**config.mk**
```make
export PLATFORM = sky130hd
export DESIGN_NAME = axi_stream_frame_sink_flat
export DESIGN_NICKNAME = d
export VERILOG_FILES = /design/src/rtl/axi_stream_frame_sink_pkg.sv /design/src/rtl/axi_stream_frame_sink_if.sv /design/src/rtl/axi_stream_frame_sink_xy_counter.sv /design/src/rtl/axi_stream_frame_sink.sv /design/src/flat_wrapper.sv
export SDC_FILE = /design/constraint.sdc
export NUM_CORES = 1
export LEC_CHECK = 0
export ABC_CLOCK_PERIOD_IN_PS = 9000
export CAP_MARGIN = 0
export CORE_MARGIN = 5
export CORE_UTILIZATION = 36
export DETAILED_ROUTE_END_ITERATION = 10
export PLACE_DENSITY = 0.62
export SLEW_MARGIN = 20
export SYNTH_ARGS = -nofsm -noshare
export SYNTH_HDL_FRONTEND = slang
export SYNTH_SLANG_ARGS = --single-unit
```
**constraint.sdc**
```tcl
create_clock -name s_axis_aclk -period 9 [get_ports s_axis_aclk]
set_input_delay 1.35 -clock s_axis_aclk [delete_from_list [all_inputs] [get_ports s_axis_aclk]]
set_output_delay 1.35 -clock s_axis_aclk [all_outputs]
set_load 0.05 [all_outputs]
```
**src/rtl/axi_stream_frame_sink_pkg.sv**
```systemverilog
// Shared types and geometry helpers for the A2RT frame sink and its counters.
package axi_stream_frame_sink_pkg;

    typedef logic [23:0] pixel_t;

    typedef enum logic [1:0] {
        SINK_IDLE = 2'd0,
        SINK_RECV = 2'd1,
        SINK_DONE = 2'd2
    } sink_state_t;

    localparam int DEF_PIC_WIDTH  = 800;
    localparam int DEF_PIC_HEIGHT = 600;

    function automatic int nb_pixels(input int w, input int h);
        return w * h;
    endfunction

    localparam int NB_PIXELS = nb_pixels(DEF_PIC_WIDTH, DEF_PIC_HEIGHT);

    // Bits needed to count 0..n-1, never less than one.
    function automatic int cnt_bits(input int n);
        return (n > 1) ? $clog2(n) : 1;
    endfunction

endpackage

```
**src/rtl/axi_stream_frame_sink_if.sv**
```systemverilog
// AXI4-Stream beat bundle between the A2RT pixel source and the frame sink.
interface axi_stream_frame_sink_if #(
    parameter int WIDTH = 24
);
    logic               tvalid;
    logic [WIDTH-1:0]   tdata;
    logic [WIDTH/8-1:0] tstrb;
    logic               tlast;
    logic               tready;

    modport master (output tvalid, tdata, tstrb, tlast, input tready);
    modport slave  (input tvalid, tdata, tstrb, tlast, output tready);
endinterface

```
**src/rtl/axi_stream_frame_sink_xy_counter.sv**
```systemverilog
// Raster position counter: x wraps at the line width and carries into y;
// last flags the final pixel of the frame.
module frame_xy_counter
    import axi_stream_frame_sink_pkg::*;
#(
    parameter int PIC_WIDTH  = DEF_PIC_WIDTH,
    parameter int PIC_HEIGHT = DEF_PIC_HEIGHT,
    parameter int XW         = cnt_bits(PIC_WIDTH),
    parameter int YW         = cnt_bits(PIC_HEIGHT)
) (
    input  logic          clk,
    input  logic          rst_n,
    input  logic          clear,
    input  logic          inc,
    output logic [XW-1:0] x,
    output logic [YW-1:0] y,
    output logic          last
);

    localparam logic [XW-1:0] X_MAX = XW'(PIC_WIDTH - 1);
    localparam logic [YW-1:0] Y_MAX = YW'(PIC_HEIGHT - 1);

    logic [XW-1:0] x_reg, x_next;
    logic [YW-1:0] y_reg, y_next;

    always_comb begin
        x_next = x_reg;
        y_next = y_reg;
        if (clear) begin
            x_next = '0;
            y_next = '0;
        end else if (inc) begin
            if (x_reg == X_MAX) begin
                x_next = '0;
                y_next = (y_reg == Y_MAX) ? '0 : y_reg + 1'b1;
            end else begin
                x_next = x_reg + 1'b1;
            end
        end
    end

    always_ff @(posedge clk or negedge rst_n) begin
        if (!rst_n) begin
            x_reg <= '0;
            y_reg <= '0;
        end else begin
            x_reg <= x_next;
            y_reg <= y_next;
        end
    end

    assign x    = x_reg;
    assign y    = y_reg;
    assign last = (x_reg == X_MAX) && (y_reg == Y_MAX);

endmodule

```
**src/rtl/axi_stream_frame_sink.sv**
```systemverilog
// AXI4-Stream frame receiver: checks framing, sums pixels and mirrors each
// accepted beat onto a linear write port, one frame per enable.
module axi_stream_frame_sink
    import axi_stream_frame_sink_pkg::*;
#(
    parameter int WIDTH        = $bits(pixel_t),
    parameter int PIC_WIDTH    = DEF_PIC_WIDTH,
    parameter int PIC_HEIGHT   = DEF_PIC_HEIGHT,
    parameter int STALL_PERIOD = 0,
    parameter int ADDR_W       = 19
) (
    input  logic                  s_axis_aclk,
    input  logic                  s_axis_aresetn,
    input  logic                  enable_i,
    axi_stream_frame_sink_if.slave s_axis,
    output logic                  wr_en_o,
    output logic [ADDR_W-1:0]     wr_addr_o,
    output logic [WIDTH-1:0]      wr_data_o,
    output logic                  frame_done_o,
    output logic                  frame_ok_o,
    output logic                  err_tlast_early_o,
    output logic                  err_tlast_missing_o,
    output logic                  err_strb_o,
    output logic [31:0]           checksum_o,
    output logic [ADDR_W-1:0]     pixel_cnt_o
);

    localparam int XW = cnt_bits(PIC_WIDTH);
    localparam int YW = cnt_bits(PIC_HEIGHT);
    localparam int SB = WIDTH / 8;

    sink_state_t state_reg, state_next;
    logic        clear_frame;
    logic        accept;
    logic        stall_now;
    logic        last_pix;
    logic        strb_bad;
    logic [XW-1:0] x_cur;
    logic [YW-1:0] y_cur;
    logic [ADDR_W-1:0] lin_addr;
    logic [SB-1:0] byte_missing;

    logic              wr_en_reg;
    logic [ADDR_W-1:0] wr_addr_reg;
    logic [WIDTH-1:0]  wr_data_reg;
    logic [31:0]       checksum_reg;
    logic [ADDR_W-1:0] pixel_cnt_reg;
    logic              err_early_reg, err_missing_reg, err_strb_reg;

    // Ready is a pure state decode so it never combinationally follows tvalid.
    assign s_axis.tready = (state_reg == SINK_RECV) && !stall_now;
    assign accept        = s_axis.tvalid && s_axis.tready;

    generate
        for (genvar gi = 0; gi < SB; gi++) begin : g_strb
            assign byte_missing[gi] = ~s_axis.tstrb[gi];
        end
    endgenerate
    assign strb_bad = |byte_missing;

    generate
        if (STALL_PERIOD > 0) begin : g_stall
            localparam int SW = cnt_bits(STALL_PERIOD);
            localparam logic [SW-1:0] STALL_MAX = SW'(STALL_PERIOD - 1);
            logic [SW-1:0] stall_cnt_reg;

            // Free-runs over every RECV cycle, restarting at each frame start.
            always_ff @(posedge s_axis_aclk or negedge s_axis_aresetn) begin
                if (!s_axis_aresetn) begin
                    stall_cnt_reg <= '0;
                end else if (clear_frame) begin
                    stall_cnt_reg <= '0;
                end else if (state_reg == SINK_RECV) begin
                    stall_cnt_reg <= (stall_cnt_reg == STALL_MAX) ? '0 : stall_cnt_reg + 1'b1;
                end
            end
            assign stall_now = (stall_cnt_reg == STALL_MAX);
        end else begin : g_no_stall
            assign stall_now = 1'b0;
        end
    endgenerate

    frame_xy_counter #(
        .PIC_WIDTH  (PIC_WIDTH),
        .PIC_HEIGHT (PIC_HEIGHT),
        .XW         (XW),
        .YW         (YW)
    ) u_xy (
        .clk   (s_axis_aclk),
        .rst_n (s_axis_aresetn),
        .clear (clear_frame),
        .inc   (accept),
        .x     (x_cur),
        .y     (y_cur),
        .last  (last_pix)
    );

    assign lin_addr = ADDR_W'(y_cur) * ADDR_W'(PIC_WIDTH) + ADDR_W'(x_cur);

    always_ff @(posedge s_axis_aclk or negedge s_axis_aresetn) begin
        if (!s_axis_aresetn) begin
            state_reg <= SINK_IDLE;
        end else begin
            state_reg <= state_next;
        end
    end

    always_comb begin
        state_next  = state_reg;
        clear_frame = 1'b0;
        case (state_reg)
            SINK_IDLE: begin
                if (enable_i) begin
                    state_next  = SINK_RECV;
                    clear_frame = 1'b1;
                end
            end
            SINK_RECV: begin
                // Either the geometric end or an early tlast closes the frame.
                if (accept && (last_pix || s_axis.tlast)) begin
                    state_next = SINK_DONE;
                end
            end
            SINK_DONE: begin
                if (enable_i) begin
                    state_next  = SINK_RECV;
                    clear_frame = 1'b1;
                end else begin
                    state_next = SINK_IDLE;
                end
            end
            default: state_next = SINK_IDLE;
        endcase
    end

    always_ff @(posedge s_axis_aclk or negedge s_axis_aresetn) begin
        if (!s_axis_aresetn) begin
            wr_en_reg       <= 1'b0;
            wr_addr_reg     <= '0;
            wr_data_reg     <= '0;
            checksum_reg    <= '0;
            pixel_cnt_reg   <= '0;
            err_early_reg   <= 1'b0;
            err_missing_reg <= 1'b0;
            err_strb_reg    <= 1'b0;
        end else begin
            wr_en_reg <= accept;
            if (accept) begin
                wr_addr_reg <= lin_addr;
                wr_data_reg <= s_axis.tdata;
            end
            if (clear_frame) begin
                checksum_reg    <= '0;
                pixel_cnt_reg   <= '0;
                err_early_reg   <= 1'b0;
                err_missing_reg <= 1'b0;
                err_strb_reg    <= 1'b0;
            end else if (accept) begin
                checksum_reg  <= checksum_reg + 32'(s_axis.tdata);
                pixel_cnt_reg <= pixel_cnt_reg + 1'b1;
                if (strb_bad)
                    err_strb_reg <= 1'b1;
                if (last_pix && !s_axis.tlast)
                    err_missing_reg <= 1'b1;
                if (!last_pix && s_axis.tlast)
                    err_early_reg <= 1'b1;
            end
        end
    end

    assign wr_en_o             = wr_en_reg;
    assign wr_addr_o           = wr_addr_reg;
    assign wr_data_o           = wr_data_reg;
    assign checksum_o          = checksum_reg;
    assign pixel_cnt_o         = pixel_cnt_reg;
    assign err_tlast_early_o   = err_early_reg;
    assign err_tlast_missing_o = err_missing_reg;
    assign err_strb_o          = err_strb_reg;
    assign frame_done_o        = (state_reg == SINK_DONE);
    assign frame_ok_o          = (state_reg == SINK_DONE) &&
                                 !(err_early_reg || err_missing_reg || err_strb_reg);

endmodule

```
**src/flat_wrapper.sv**
```systemverilog
// flat-port wrapper written by rule: the top's interface ports become plain ports
module axi_stream_frame_sink_flat import axi_stream_frame_sink_pkg::*;
#(
    parameter int WIDTH        = $bits(pixel_t),
    parameter int PIC_WIDTH    = DEF_PIC_WIDTH,
    parameter int PIC_HEIGHT   = DEF_PIC_HEIGHT,
    parameter int STALL_PERIOD = 0,
    parameter int ADDR_W       = 19
)
  (s_axis_aclk, s_axis_aresetn, enable_i, wr_en_o, wr_addr_o, wr_data_o, frame_done_o, frame_ok_o, err_tlast_early_o, err_tlast_missing_o, err_strb_o, checksum_o, pixel_cnt_o, s_axis_tvalid, s_axis_tdata, s_axis_tstrb, s_axis_tlast, s_axis_tready);
  axi_stream_frame_sink_if #(.WIDTH(WIDTH)) s_axis_i ();
  input  logic s_axis_aclk;
  input  logic s_axis_aresetn;
  input  logic enable_i;
  output logic wr_en_o;
  output logic [ADDR_W-1:0] wr_addr_o;
  output logic [WIDTH-1:0] wr_data_o;
  output logic frame_done_o;
  output logic frame_ok_o;
  output logic err_tlast_early_o;
  output logic err_tlast_missing_o;
  output logic err_strb_o;
  output logic [31:0] checksum_o;
  output logic [ADDR_W-1:0] pixel_cnt_o;
  input wire logic [$bits(s_axis_i.tvalid)-1:0] s_axis_tvalid;
  input wire logic [$bits(s_axis_i.tdata)-1:0] s_axis_tdata;
  input wire logic [$bits(s_axis_i.tstrb)-1:0] s_axis_tstrb;
  input wire logic [$bits(s_axis_i.tlast)-1:0] s_axis_tlast;
  output wire logic [$bits(s_axis_i.tready)-1:0] s_axis_tready;
  assign s_axis_i.tvalid = s_axis_tvalid;
  assign s_axis_i.tdata = s_axis_tdata;
  assign s_axis_i.tstrb = s_axis_tstrb;
  assign s_axis_i.tlast = s_axis_tlast;
  assign s_axis_tready = s_axis_i.tready;
  axi_stream_frame_sink #(.WIDTH(WIDTH), .PIC_WIDTH(PIC_WIDTH), .PIC_HEIGHT(PIC_HEIGHT), .STALL_PERIOD(STALL_PERIOD), .ADDR_W(ADDR_W)) u_core (.s_axis_aclk(s_axis_aclk), .s_axis_aresetn(s_axis_aresetn), .enable_i(enable_i), .s_axis(s_axis_i), .wr_en_o(wr_en_o), .wr_addr_o(wr_addr_o), .wr_data_o(wr_data_o), .frame_done_o(frame_done_o), .frame_ok_o(frame_ok_o), .err_tlast_early_o(err_tlast_early_o), .err_tlast_missing_o(err_tlast_missing_o), .err_strb_o(err_strb_o), .checksum_o(checksum_o), .pixel_cnt_o(pixel_cnt_o));
endmodule
```
==> results_dict.tcl, run 1 <==
set metrics [dict create \
    clk_pin_slew_ns 0.06 \
    largest_reg_flops 32 \
    clock-sinks 120 \
    p_comb_frac 0.499 \
    hpwl_um 13500 \
    worst_ir_drop_vdd_v 0.000137 \
    ys_warn_count 0 \
    placed_cells 1216 \
    critPathArrivalTime_ns 4.03 \
    grtUsageMet1 0.208 \
    finalNonFillerCells 1248 \
    rr_worst_depth 13 \
    drtPass1Iterations 4 \
    synth_top_family_by_area "simple AND/OR/NAND/NOR gates" \
    numPortBuffers 132 \
    synth_cell_types 61 \
    synth_async_sr_flop_share 1.00 \
    slowest_stage "buf_4" \
    drive_above_1_share 0.0573 \
    antenna_cells 0 \
    required_ns 9.31 \
    synth-xor-area-share 0.0692 \
    critPathMaxFanout 99 \
    synth_compound_area_frac 0.152 \
    clock_skew_ns 0.0103 \
    ff2ff_setup_slack_ns 5.37 \
    drtIter0Drc 263 \
    pre_cts_slack_ns 4.44 \
    syn-num-nets 942 \
    initial_utilization 0.368 \
    postCtsResizedCells 0 \
    grt.met3_usage 0.0357 \
    crit_path_end_kind "flop" \
    crit_cells 9 \
    slew_headroom 0.320 \
    syn_inst 836 \
    synth.top_cells.by_area "dfrtp_1 (40%), ha_1 (11%), nand2_1 (8.2%)" \
    routed_wl_um 18700 \
    slowest_delay_ns 0.52 \
    cp-endpoint "u_core.u_xy.x[7]" \
    rsz0062_at_grt "false" \
    hold_violations 0 \
    r2r-start "u_core.u_xy.y[3]" \
    p_leak_uw 0.00456 \
    drv_slew 0 \
    cts_root_buf "clkbuf_16" \
    grt_pass1_wl_um 31000 \
    finalCriticalPeriod_ns 3.72 \
    hold_buffers 0 \
    die-area_um2 23700 \
    cts_tree "yes" \
    ys_ff_latch 120 \
    power_frac_seq 0.270 \
    max_cap_viol_count 0 \
    clkPwrFrac 0.232 \
    synthToLayoutAreaGrowth_pct 29.4 \
    grt.met2_usage 0.259 \
    cts.path.max_buffers 2 \
    max_clock_freq_mhz 269 \
    synth_edf_count 0 \
    crit_type "in2reg" \
    viasPerCell 5.01 \
    avgSynthCellArea_um2 8.93 \
    die_h_um 154 \
    worst_pin_slew_ns 1.02 \
    synth_area_um2 7470 \
    worstHoldStart "u_core.wr_data_o[17]" \
    std_cell_rows 52 \
    critPathBufInv 3 \
    holdCritPathClass "reg2reg" \
    min_period_over_period 0.414 \
    fin_nets 1071 \
    status "complete, no violations" \
    clock_latency_ns 0.42 \
    grt_pass1_vias 6020 \
    numCtsBuffers 17 \
    synthAdderAreaFrac 0.131 \
    die_x_um 154 \
    htreeDepth 4 \
    yosys.area.top_type_share 0.402 \
    r2r-end "u_core.wr_addr_o[18]" \
    seq_area_frac_synth 0.402 \
    internal_power_uw 1610 \
    setup-tns-final_ns 0 \
    synth-main-ff-cell "dfrtp_1" \
    yosys.area_share.simple 0.204 \
    core_area_um2 20300 \
    post-cts-setup-buffers 0 \
    grt.total_usage 0.158 \
    switchingPower_uw 1330 \
    crit_chain "clkdlybuf4s50_1 > nand2_4 > inv_2 > buf_4 > nor2_2 > nor3_1 > nand3_1 > xor2_1 > nor2_1" \
    powerDensity_nw_per_um2 304 \
    top_usage_layer "met2" \
    grt_max_degree 100 \
    start_kind "primary input" \
    io_pins 133 \
    wl_per_cell_um 15.0 \
    path_delay_family "simple AND/OR/NAND/NOR gates" \
    place_congestion 0.822 \
    synth_area_leader_cell "dfrtp_1" \
    ant_nets 0 \
    muxShareOfSynthArea 0.00938 \
    crit_start "s_axis_tvalid" \
    gr-total-overflow 0 \
    switching_share 0.452 \
    antenna_found_initial 0 \
    setup_viol 0 \
    drc 0 \
    vias 6248 \
    fin_ws_ns 5.28 \
]
==> worst reg2reg max path, delay by kind of cell, from the launching register on <==
| family | cells | cell delay, ns |
|---|---|---|
| fa+ha+maj | 4 | 1.42 |
| simple gates | 5 | 1.08 |
| flops | 1 | 0.41 |
| xor+xnor | 1 | 0.29 |
| mux | 1 | 0.19 |
| buf+inv | 2 | 0.13 |
==> synth_stat cells (7+ instances only) <==
library cell  instances
a211oi_1              7
a21o_1               16
a21oi_1              32
and3_1                9
clkbuf_1             23
dfrtp_1             120
fa_1                  7
ha_1                 67
inv_1                36
mux2i_1               7
nand2_1             163
nand3_1              42
nand4_1              12
nor2_1               67
nor3_1                7
o21a_1                8
o21ai_0              57
o31ai_1               8
or3_1                10
xnor2_1              32
xor2_1               27
==> layer usage <==
| metal | up-vias | routed length, um |
|---|---|---|
| li1 | 3164 | - |
| met1 | 2959 | 8850 |
| met3 | 28 | 740 |
| met4 | 0 | 335 |
| met2 | 97 | 8800 |
| met5 | - | 0 |
==> stage by stage <==
stage / hold WS (ns) / cell area (um2) / utilization / power [uW]
CTS: 0.476 / 9660 / 0.476 / 2960
floorplan: 0.473 / 7470 / - / 1800
finish: 0.473 / 9660 / 0.476 / 2930
detailed placement: 0.462 / 9070 / 0.447 / 2270
global placement: 0.460 / 9070 / 0.447 / 2260
global route: 0.485 / 9660 / 0.476 / 3110
==> power groups by stage <==
stage / sequential [uW] / combinational (uW) / clock, uW
4_1_cts: 793 / 1480 / 694
3_3_place_gp: 800 / 1460 / 0
5_1_grt: 813 / 1580 / 718
6_report: 792 / 1460 / 680
3_5_place_dp: 802 / 1470 / 0
2_1_floorplan: 1220 / 581 / 0
==> cell families (layout without fill, tap and decap cells) <==
logic type      count (synthesis)  after routing
xor+xnor                       59             59
mux                             7              7
compound gates                174            174
buf+inv                        63            205
flops                         120            120
simple gates                  339            339
fa+ha+maj                      74             74
==> cell type report <==
type / instances / area (um2)
Clock inverter: 12 / 125
Clock buffer: 20 / 467
Fill cell: 1980 / 10600
Sequential cell: 120 / 3000
Inverter: 36 / 135
Multi-Input combinational cell: 653 / 4240
Timing Repair Buffer: 137 / 1360
Tap cell: 270 / 338
==> worst min-delay path by stage <==
stage                                 to  slack (ns)  cells past startpoint
global route        u_core.wr_data_o[16]        0.49                      2
finish              u_core.wr_data_o[17]        0.47                      2
CTS                 u_core.wr_data_o[17]        0.48                      2
detailed placement  u_core.wr_data_o[17]        0.46                      2
floorplan               u_core.u_xy.x[9]        0.47                      1
global placement    u_core.wr_data_o[16]        0.46                      2
==> layout by cell type, fill, tap and decap left out, types with 7 or more instances in the layout <==
| master | count |
|---|---|
| a211oi_1 | 7 |
| a21o_1 | 16 |
| a21oi_1 | 32 |
| and3_1 | 9 |
| clkbuf_16 | 17 |
| clkdlybuf4s50_1 | 131 |
| dfrtp_1 | 120 |
| fa_1 | 7 |
| ha_1 | 67 |
| inv_1 | 35 |
| mux2i_1 | 7 |
| nand2_1 | 162 |
| nand3_1 | 42 |
| nand4_1 | 12 |
| nor2_1 | 66 |
| nor3_1 | 7 |
| o21a_1 | 8 |
| o21ai_0 | 57 |
| o31ai_1 | 8 |
| or3_1 | 10 |
| xnor2_1 | 32 |
| xor2_1 | 27 |
No activity file was read; power rests on OpenSTA's default activity.
==> run 2, diff against run 1 <==
--- a/config.mk
+++ b/config.mk
@@ -5,7 +5,7 @@
 export SDC_FILE = /design/constraint.sdc
 export NUM_CORES = 1
 export LEC_CHECK = 0
-export ABC_CLOCK_PERIOD_IN_PS = 9000
+export ABC_CLOCK_PERIOD_IN_PS = 3700
 export CAP_MARGIN = 0
 export CORE_MARGIN = 5
 export CORE_UTILIZATION = 36
==> constraint.sdc (replaced) <==
create_clock -name s_axis_aclk -period 3.7 [get_ports s_axis_aclk]
set_input_delay 0.555 -clock s_axis_aclk [delete_from_list [all_inputs] [get_ports s_axis_aclk]]
set_output_delay 0.555 -clock s_axis_aclk [all_outputs]
set_load 0.05 [all_outputs]
==> run 2 against run 1 <==
Net effect: design area grew 2.0%; cell count grew 0.88%; clock power grew to 2.6 times the previous value; worst hold slack got worse by 0.25 ns; worst setup slack got worse by 5.1 ns.
==> results_dict.tcl, run 2 (synthesis results as in run 1) <==
set metrics [dict create \
    status "complete, no violations" \
    synthToLayoutAreaGrowth_pct 31.9 \
    clock_latency_ns 0.42 \
    crit_chain "buf_4 > ha_1 > ha_1 > inv_1 > fa_1 > inv_1 > ha_4 > o21a_1 > and2_4 > or3_4 > nor4b_4 > nand4b_1 > mux2i_1 > nand3_1" \
    cts_root_buf "clkbuf_16" \
    crit_type "reg2reg" \
    hold_buffers 0 \
    finalNonFillerCells 1259 \
    numPortBuffers 132 \
    min_period_over_period 0.957 \
    holdCritPathClass "in2async" \
    multiInputGateArea_um2 4300 \
    required_ns 4.00 \
    std_cell_rows 52 \
    crit_path_end_kind "flop" \
    vias 6273 \
    fin_nets 1082 \
    worst_ir_drop_vdd_v 0.000403 \
    antenna_cells 0 \
    cts.path.max_buffers 2 \
    fin_util 0.485 \
    initial_utilization 0.368 \
    hold_violations 0 \
    seqCellArea_um2 3010 \
    clk_pin_slew_ns 0.06 \
    drive_above_1_share 0.0758 \
    routed_wl_um 19100 \
    start_kind "flop" \
    antenna_found_initial 0 \
    dr.max_layer_used "met4" \
    grt_max_degree 61 \
    drc 0 \
    path_delay_family "adder cells" \
    io_pins 133 \
    drtIter0Drc 324 \
    wl_per_cell_um 15.1 \
    wl_met3_um 724 \
    mostFrequentLayoutCell "nand2_1" \
    final_cell_mix "nand2_1 (162), clkdlybuf4s50_1 (131), dfrtp_1 (118)" \
    powerDensity_nw_per_um2 735 \
    critPathBufInv 3 \
    wl_met1_um 9160 \
    slowest_stage "fa_1" \
    place_congestion 0.821 \
    setup-tns-final_ns 0 \
    cts_tree "yes" \
    finalCriticalPeriod_ns 3.54 \
    drtPass1Iterations 5 \
    core_area_um2 20300 \
    viasPerCell 4.98 \
    critPathMaxFanout 6 \
    setup_viol 0 \
    placed_cells 1224 \
    slew_headroom 0.447 \
    max_cap_viol_count 0 \
    gr-total-overflow 0 \
    worst_pin_slew_ns 0.829 \
    largest_reg_flops 32 \
    ant_nets 0 \
    drv_slew 0 \
    slowest_delay_ns 0.50 \
    max_clock_freq_mhz 282 \
    die_x_um 154 \
    dr_wl_met2_um 8840 \
    clock-sinks 120 \
    hpwl_um 14000 \
    grt_pass1_vias 6017 \
    clock_skew_ns 0.0113 \
    htreeDepth 4 \
    die-area_um2 23700 \
    p_leak_uw 0.00462 \
    die_h_um 154 \
    fillers 1972 \
    critPathArrivalTime_ns 3.84 \
    numCtsBuffers 17 \
    grt_pass1_wl_um 31300 \
    grt.total_usage 0.161 \
]
[run 2: cell types whose count changed in the layout (fill, tap and decap cells not counted), moves of 2 or more]
cell / delta
buf_4: +10
clkinv_2: -5
ha_1: -3
clkinv_4: +2
clkinvlp_4: +2
dfrtp_1: -2
dfrtp_2: +2
ha_4: +2
[run 2: final timing paths]
check | start | to | slack, ns | cells past startpoint
setup / recovery | u_core.u_xy.y[3] | u_core.wr_addr_o[18] | 0.16 | 14
max in group asynchronous | s_axis_aresetn | u_core.checksum_o[19] | 2.66 | 2
min in group s_axis_aclk | u_core.wr_data_o[14] | u_core.wr_data_o[14] | 0.47 | 2
setup reg to reg | u_core.u_xy.y[3] | u_core.wr_addr_o[18] | 0.16 | 14
hold reg to reg | u_core.wr_data_o[14] | u_core.wr_data_o[14] | 0.47 | 2
hold / removal | s_axis_aresetn | u_core.wr_data_o[3] | 0.22 | 1
[run 2: timing repair]
item | 4_1_cts | 5_1_grt
setup endpoints to repair | 0 | 2
buffers inserted | 0 | 3
hold endpoints to repair | 0 | 0
resized for setup | 0 | 11
[run 2: final cells by class]
| cell class | count | share of cell area |
|---|---|---|
| clock buffers | 19 | 0.0460 |
| clock inverters | 13 | 0.0174 |
| inverters | 36 | 0.0137 |
| multi-input cells | 653 | 0.436 |
| flip-flops and latches | 120 | 0.305 |
| well taps | 270 | 0.0343 |
| repair buffers | 148 | 0.147 |
[run 2: worst register-to-register path, cell delays in order, from the launching register on]
cell and delay (ns):
dfrtp_1 0.41, buf_4 0.15, ha_1 0.28, ha_1 0.27, inv_1 0.05, fa_1 0.50, inv_1 0.07, ha_4 0.26
o21a_1 0.13, and2_4 0.17, or3_4 0.40, nor4b_4 0.28, nand4b_1 0.19, mux2i_1 0.19, nand3_1 0.09
[run 2: through the flow]
step	worst slack (ns)	hold WS, ns	area [um2]	total power, uW
finish	0.158	0.224	9850	7240
global route	-0.00579	0.301	9850	7680
CTS	0.0835	0.258	9760	7330
detailed placement	0.126	0.461	9140	5540
global placement	0.204	0.457	9140	5520
floorplan	0.339	0.259	7470	4390
[run 2: where the power goes]
| part | internal [uW] | switching, uW | total [uW] | leakage (uW) |
|---|---|---|---|---|
| Combinational | 1230 | 2360 | 3590 | 0.00275 |
| Clock | 1100 | 643 | 1740 | 0.000288 |
| Sequential | 1660 | 259 | 1920 | 0.00158 |
[run 2: metal layers]
metal / up-vias / global-route usage
li1: 3188 / -
met2: 112 / 0.254
met5: - / 0
met1: 2952 / 0.221
met3: 21 / 0.0349
met4: 0 / 0.0513
